### src/rtl/sample_pwm_player.sv
// Buffered PCM-to-PWM audio player: a small sample FIFO feeding a
// duty register that is compared against a free-running carrier counter.
module sample_pwm_player #(
    parameter int WIDTH = 8,
    parameter int DEPTH = 4
) (
    input  logic                     MHz10,
    input  logic                     nrst,
    input  logic                     en,
    input  logic                     samp_enable,
    input  logic [WIDTH-1:0]         sample_in,
    input  logic                     sample_valid,
    output logic                     sample_ready,
    output logic                     pwm_out,
    output logic                     underrun,
    output logic [$clog2(DEPTH):0]   fifo_count
);
    localparam int AW = $clog2(DEPTH);
    localparam int CW = AW + 1;
    localparam logic [CW-1:0] FULL = CW'(DEPTH);

    logic [WIDTH-1:0] mem_q [DEPTH];
    logic [WIDTH-1:0] mem_d [DEPTH];
    logic [AW-1:0]    wr_ptr_q, wr_ptr_d;
    logic [AW-1:0]    rd_ptr_q, rd_ptr_d;
    logic [CW-1:0]    count_q, count_d;
    logic [WIDTH-1:0] duty_q, duty_d;
    logic [WIDTH-1:0] pwm_cnt_q, pwm_cnt_d;
    logic             pwm_out_q, pwm_out_d;
    logic             underrun_q, underrun_d;

    logic push;
    logic strobe;
    logic pop;

    assign sample_ready = (count_q < FULL);
    assign push         = sample_valid && sample_ready;
    assign strobe       = en && samp_enable;
    // Pop sees only the pre-edge count, so a same-cycle push is never bypassed.
    assign pop          = strobe && (count_q != '0);

    always_comb begin
        mem_d    = mem_q;
        wr_ptr_d = wr_ptr_q;
        if (push) begin
            mem_d[wr_ptr_q] = sample_in;
            wr_ptr_d        = wr_ptr_q + 1'b1;
        end
    end

    always_comb begin
        rd_ptr_d = rd_ptr_q;
        duty_d   = duty_q;
        if (pop) begin
            duty_d   = mem_q[rd_ptr_q];
            rd_ptr_d = rd_ptr_q + 1'b1;
        end
    end

    always_comb begin
        count_d = count_q;
        unique case (1'b1)
            push && !pop: count_d = count_q + 1'b1;
            pop && !push: count_d = count_q - 1'b1;
            default:      count_d = count_q;
        endcase
    end

    always_comb begin
        underrun_d = strobe && (count_q == '0);
        pwm_cnt_d  = en ? pwm_cnt_q + 1'b1 : '0;
        pwm_out_d  = en && (pwm_cnt_q < duty_q);
    end

    always_ff @(posedge MHz10 or negedge nrst) begin
        if (!nrst) begin
            for (int i = 0; i < DEPTH; i++) begin
                mem_q[i] <= '0;
            end
            wr_ptr_q   <= '0;
            rd_ptr_q   <= '0;
            count_q    <= '0;
            duty_q     <= '0;
            pwm_cnt_q  <= '0;
            pwm_out_q  <= 1'b0;
            underrun_q <= 1'b0;
        end else begin
            mem_q      <= mem_d;
            wr_ptr_q   <= wr_ptr_d;
            rd_ptr_q   <= rd_ptr_d;
            count_q    <= count_d;
            duty_q     <= duty_d;
            pwm_cnt_q  <= pwm_cnt_d;
            pwm_out_q  <= pwm_out_d;
            underrun_q <= underrun_d;
        end
    end

    assign pwm_out    = pwm_out_q;
    assign underrun   = underrun_q;
    assign fifo_count = count_q;
endmodule

### config.mk
export PLATFORM = sky130hd
export DESIGN_NAME = sample_pwm_player
export DESIGN_NICKNAME = d
export VERILOG_FILES = /design/src/rtl/sample_pwm_player.sv
export SDC_FILE = /design/constraint.sdc
export NUM_CORES = 1
export LEC_CHECK = 0
export ABC_AREA = 1
export BUFFER_PORTS_ARGS = -buffer_cell sky130_fd_sc_hd__buf_2
export CORE_UTILIZATION = 62
export CTS_BUF_LIST = sky130_fd_sc_hd__clkbuf_4 sky130_fd_sc_hd__clkbuf_8
export DETAILED_ROUTE_END_ITERATION = 8
export PLACE_DENSITY = 0.81
export SKIP_CTS_REPAIR_TIMING = 1
export SLEW_MARGIN = 20
export SYNTH_ARGS = -nofsm -noshare
export SYNTH_HDL_FRONTEND = slang
export SYNTH_SLANG_ARGS = --single-unit
### constraint.sdc
create_clock -name MHz10 -period 2.4 [get_ports MHz10]
set_input_delay 0.48 -clock MHz10 [delete_from_list [all_inputs] [get_ports MHz10]]
set_output_delay 0.48 -clock MHz10 [all_outputs]
set_load 0.02 [all_outputs]
Word-level counts from Yosys, hierarchy flattened

Cells that the tools add are included.

Output and inout bits: 6
Flip-flop bits (word level): 57

Magnitude comparators: 5
Reduce and logical (&&, ||, !) cells: 13
Muxes and demuxes: 8
$add $sub $neg: 5
Bitwise gates (word level): 2

Operators with widths:

| cell                | count |
|---|---|
| $bwmux 32           | 1 |
| $mux 8              | 4 |
| $bmux 8 s2          | 1 |
| $demux 8 s2         | 1 |
| $add 8x1->8 const B | 1 |
| $logic_and 1x1->1   | 8 |
| $lt 8x8->1          | 1 |
| $ge 3x3->1 const B  | 2 |
| $not 2->3           | 2 |
| $pmux 3 s2          | 1 |
| $add 2x1->2 const B | 2 |
| $add 3x1->3 const B | 1 |
| $logic_not 3->1     | 1 |
| $lt 3x1->1 const B  | 1 |
| $lt 3x3->1 const B  | 1 |
| $reduce_bool 3->1   | 1 |
| $sub 3x1->3 const B | 1 |
| $logic_not 1->1     | 2 |
| $reduce_bool 2->1   | 1 |

Longest topological paths before layout

Depth after elaboration: 6
Mapped depth: 10
Depth with buffers taken out: 10

Worst setup path after synthesis

No wires, ideal clock.

Path type: register to register
From: register count_q[2], in the netlist fifo_count[2]
To: register count_q[2], in the netlist fifo_count[2]
Arrival: 1.832 ns
Stages on the path, launching flop included: 11
Period minus slack after synthesis: 1.963 ns
Setup slack: 0.437 ns
Path buffers: 0
Path through: dfrtp_1 inv_2 nand3_2 nand3_2 inv_2 ha_1 inv_1 fa_1 a21oi_1 o21ai_0 xor2_1

Cells in the longest elaborated chain, start to end: 5

Ends and longest elaborated chain:

| what                                                   | line | source |
|---|---|---|
| start: declaration                                     | 26   | `logic [CW-1:0] count_q, count_d;` |
| start signal: assignment                               | 91   | `count_q <= count_d;` |
| $lt 3x3->1 *                                           | 36   | `assign sample_ready = (count_q < FULL);` |
| via sample_ready                                       | 13   | `output logic sample_ready,` |
| $logic_and 1x1->1 *                                    | 37   | `assign push = sample_valid && sample_ready;` |
| $logic_not 1->1                                        | 64   | `pop && !push: count_d = count_q - 1'b1;` |
| $logic_and 1x1->1                                      | 64   |  |
| $pmux 3 s2 / $reduce_bool 2->1 (equally long branches) | n/a  |  |

The timed path passes the listed nets; every way through them passes the cells marked *.
A chain may end at the register's enable or synchronous reset.

Final worst setup path

From: register count_q[0], in the netlist fifo_count[0]
To: register count_q[2], in the netlist fifo_count[2]

Cells in the longest elaborated chain, start to end: 5

Ends and longest elaborated chain:

| what                                                   | line | source |
|---|---|---|
| $reduce_bool 3->1 *                                    | 40   | `assign pop = strobe && (count_q != '0);` |
| $logic_and 1x1->1 *                                    | 40   |  |
| via pop                                                | 34   | `logic pop;` |
| $logic_not 1->1                                        | 63   | `push && !pop: count_d = count_q + 1'b1;` |
| $logic_and 1x1->1                                      | 63   |  |
| $pmux 3 s2 / $reduce_bool 2->1 (equally long branches) | n/a  |  |

Marked as above.

==> flow_summary.ini <==
[status]
status = finished, final reports clean

[yosys]
syn_area_um2 = 2810
netlist_instances = 317
syn_nets = 344
ys_types = 25
yosys_warnings = 0
avgSynthCellArea_um2 = 8.87
synth_seq_cells = 57
ys_seq_area_share_pct = 50.7

[cts]
cts_made_buffers = 9
clockBufferDepth = 2
htreeDepth = 3
clk_pin_slew_worst_paths_ns = 0.07
cts_tree = done
clkLatencyLatePin_ns = 0.33
clockRootBuffer = clkbuf_8
cts.sinks = 57

[run]
max-cap-violations = 0

[die]
core-area_um2 = 4350
die_w_um = 69.4
pin_count = 19
dieHeight_um = 69.4
start_util_pct = 64.6
fp-row-count = 24
dieArea_um2 = 4810

[place]
place_ws_ns = 0.353
dp_hpwl_um = 3290
gp_congestion = 0.746
port_buffers = 18

[global_routing]
met2_usage_pct = 38.0
grt.busiest_layer = met2
grt_pass1_vias = 1951
grt-ovfl-total = 0
met3_usage_pct = 6.98
antenna_found_initial = 0
grt.total_usage_pct = 23.5
grt_max_degree = 58
gr-usage-met1_pct = 29.9
grt_pass1_wl_um = 8740

[routing]
drtIter0Drc = 136
drc = 0
vias = 2069
drtAntennaViolNets = 0
drtPass1Iterations = 4
drt-total-wl_um = 4950
post_drt_wl_per_cell_um = 12.5
vias_per_cell = 5.24

[timing]
max_freq_ghz = 0.509
fin_tns_setup_ns = 0
hold_viol_final = 0
worstMarginPinSlew_ns = 0.706
timing.final.crit_share_pct = 81.9
skew_ns = 0.00580
setup_slack_ns = 0.434
maxSlewHeadroom_pct = 53.0
finalSetupViolCount = 0
finalMaxSlewViolations = 0
grt_setup_unrepaired = no
fin_crit_ns = 1.97

[critical_path]
crit_required_ns = 2.62
startpoint_type = flip-flop
path_max_fanout = 10
r2r_setup_slack_ns = 0.43
arrival_ns = 2.18
path_class = flip-flop to flip-flop
crit_path_end_kind = flip-flop

[cells_and_area]
fin_nets = 365
antenna_cells = 0
drive_gt1_share_pct = 16.3
area_growth_pct = 8.85

[pwr]
intPower_mw = 2.27
netSwitchingFraction_pct = 38.4
ir_drop_uv = 644
clockPowerShare_pct = 22.2
cellPowerDensity_nw_per_um2 = 1200
seq_power_share_pct = 43.6
p_leak_nw = 1.60
combPwrFrac_pct = 34.2
p_switching_mw = 1.41

[worst_hold_path]
hp-class = input pin to async pin
## flip-flops by register name, indices dropped and copies added, names as in the netlist
name        count
mem_q          32
duty_q          8
pwm_cnt_q       8
fifo_count      3
rd_ptr_q        2
wr_ptr_q        2
pwm_out         1
underrun        1
## final cells by class
cell class | count | area (um2)
inverters | 34 | 138
flip-flops and latches | 57 | 1430
multi-input cells | 216 | 1150
fillers | 323 | 1290
well taps | 52 | 65.1
clock buffers | 13 | 166
clock inverters | 3 | 15.0
repair buffers | 20 | 105
## critical path: stages (launching register included)
cell and delay, ns:
dfrtp_1 0.39, inv_1 0.10, nand3_2 0.10, nand3_2 0.08
inv_2 0.15, ha_1 0.18, inv_1 0.07, fa_1 0.38
a21oi_1 0.15, o21ai_0 0.11, xor2_1 0.15
## power by group through the flow
stage	registers, mW	clock network [mW]	logic (mW)
after floorplan	1.53	0	1.11
after global placement	1.60	0	1.22
after detailed placement	1.62	0	1.27
after CTS	1.60	0.834	1.28
after global routing	1.66	0.865	1.45
final	1.60	0.818	1.26
## routing by layer
layer	vias to the layer above	wire (um)
li1	1058	-
met1	986	2380
met2	19	2380
met3	6	133
met4	0	56
met5	-	0
## stage by stage
stage               util (%)  cells  area, um2  power [mW]  hold slack [ns]
floorplan                  -    317       2810        2.64            0.184
global placement        66.1    379       2880        2.82            0.461
detailed placement      66.1    379       2880        2.88            0.464
CTS                     70.3    395       3060        3.71            0.303
global route            70.3    395       3060        3.98            0.357
finish                  70.3    395       3060        3.68            0.282
## Yosys cell counts, drive strengths merged
library cell / count / area [um2]
fa: 1 / 20.0
dfrtp: 57 / 1430
ha: 13 / 163
a21oi: 6 / 30.0
nand2: 82 / 345
xor2: 3 / 26.3
nand3: 5 / 35.0
buf: 10 / 103
o21a: 1 / 7.51
nand4: 1 / 6.26
nor3: 2 / 10.0
nor2: 39 / 154
o21ai: 62 / 340
inv: 34 / 138
xnor2: 1 / 8.76
## cells by family (layout without fill, tap and decap cells)
kind of cell	count (synthesis)	count (layout)	share of synthesized area, %
xor+xnor	4	4	1.25
buf+inv	44	70	8.54
fa+ha+maj	14	14	6.49
simple gates	129	129	19.6
flops	57	57	50.7
compound gates	69	69	13.4
## cells in the final DEF, fill, tap and decap left out
| cell | instances |
|---|---|
| nand4_1 | 1 |
| nand2_1 | 77 |
| inv_2 | 2 |
| ha_1 | 13 |
| o21a_1 | 1 |
| o21ai_1 | 34 |
| inv_8 | 1 |
| o21ai_0 | 20 |
| nand2_4 | 5 |
| fa_1 | 1 |
| inv_1 | 30 |
| nand3_1 | 3 |
| o21ai_2 | 8 |
| clkbuf_8 | 11 |
| nor2_1 | 38 |
| xor2_1 | 3 |
| a21oi_1 | 6 |
| clkinv_2 | 3 |
| nor2_4 | 1 |
| buf_4 | 2 |
| inv_4 | 1 |
| nand3_2 | 2 |
| xnor2_1 | 1 |
| buf_2 | 18 |
| dfrtp_1 | 57 |
| nor3_1 | 2 |
| clkbuf_4 | 2 |
## worst paths after layout
check                                          start                        end  cells past startpoint
min                                             nrst    wr_ptr_q[0]$_DFFE_PN0P_                      2
max reg2reg                fifo_count[0]$_DFFE_PN0P_  fifo_count[2]$_DFFE_PN0P_                     10
min in group MHz10                       samp_enable         underrun$_DFF_PN0_                      3
min reg2reg                     mem_q[8]$_DFFE_PN0P_       mem_q[8]$_DFFE_PN0P_                      2
max in group asynchronous                       nrst          pwm_out$_DFF_PN0_                      2
max                        fifo_count[0]$_DFFE_PN0P_  fifo_count[2]$_DFFE_PN0P_                     10
(Power assumes the default switching activity.)
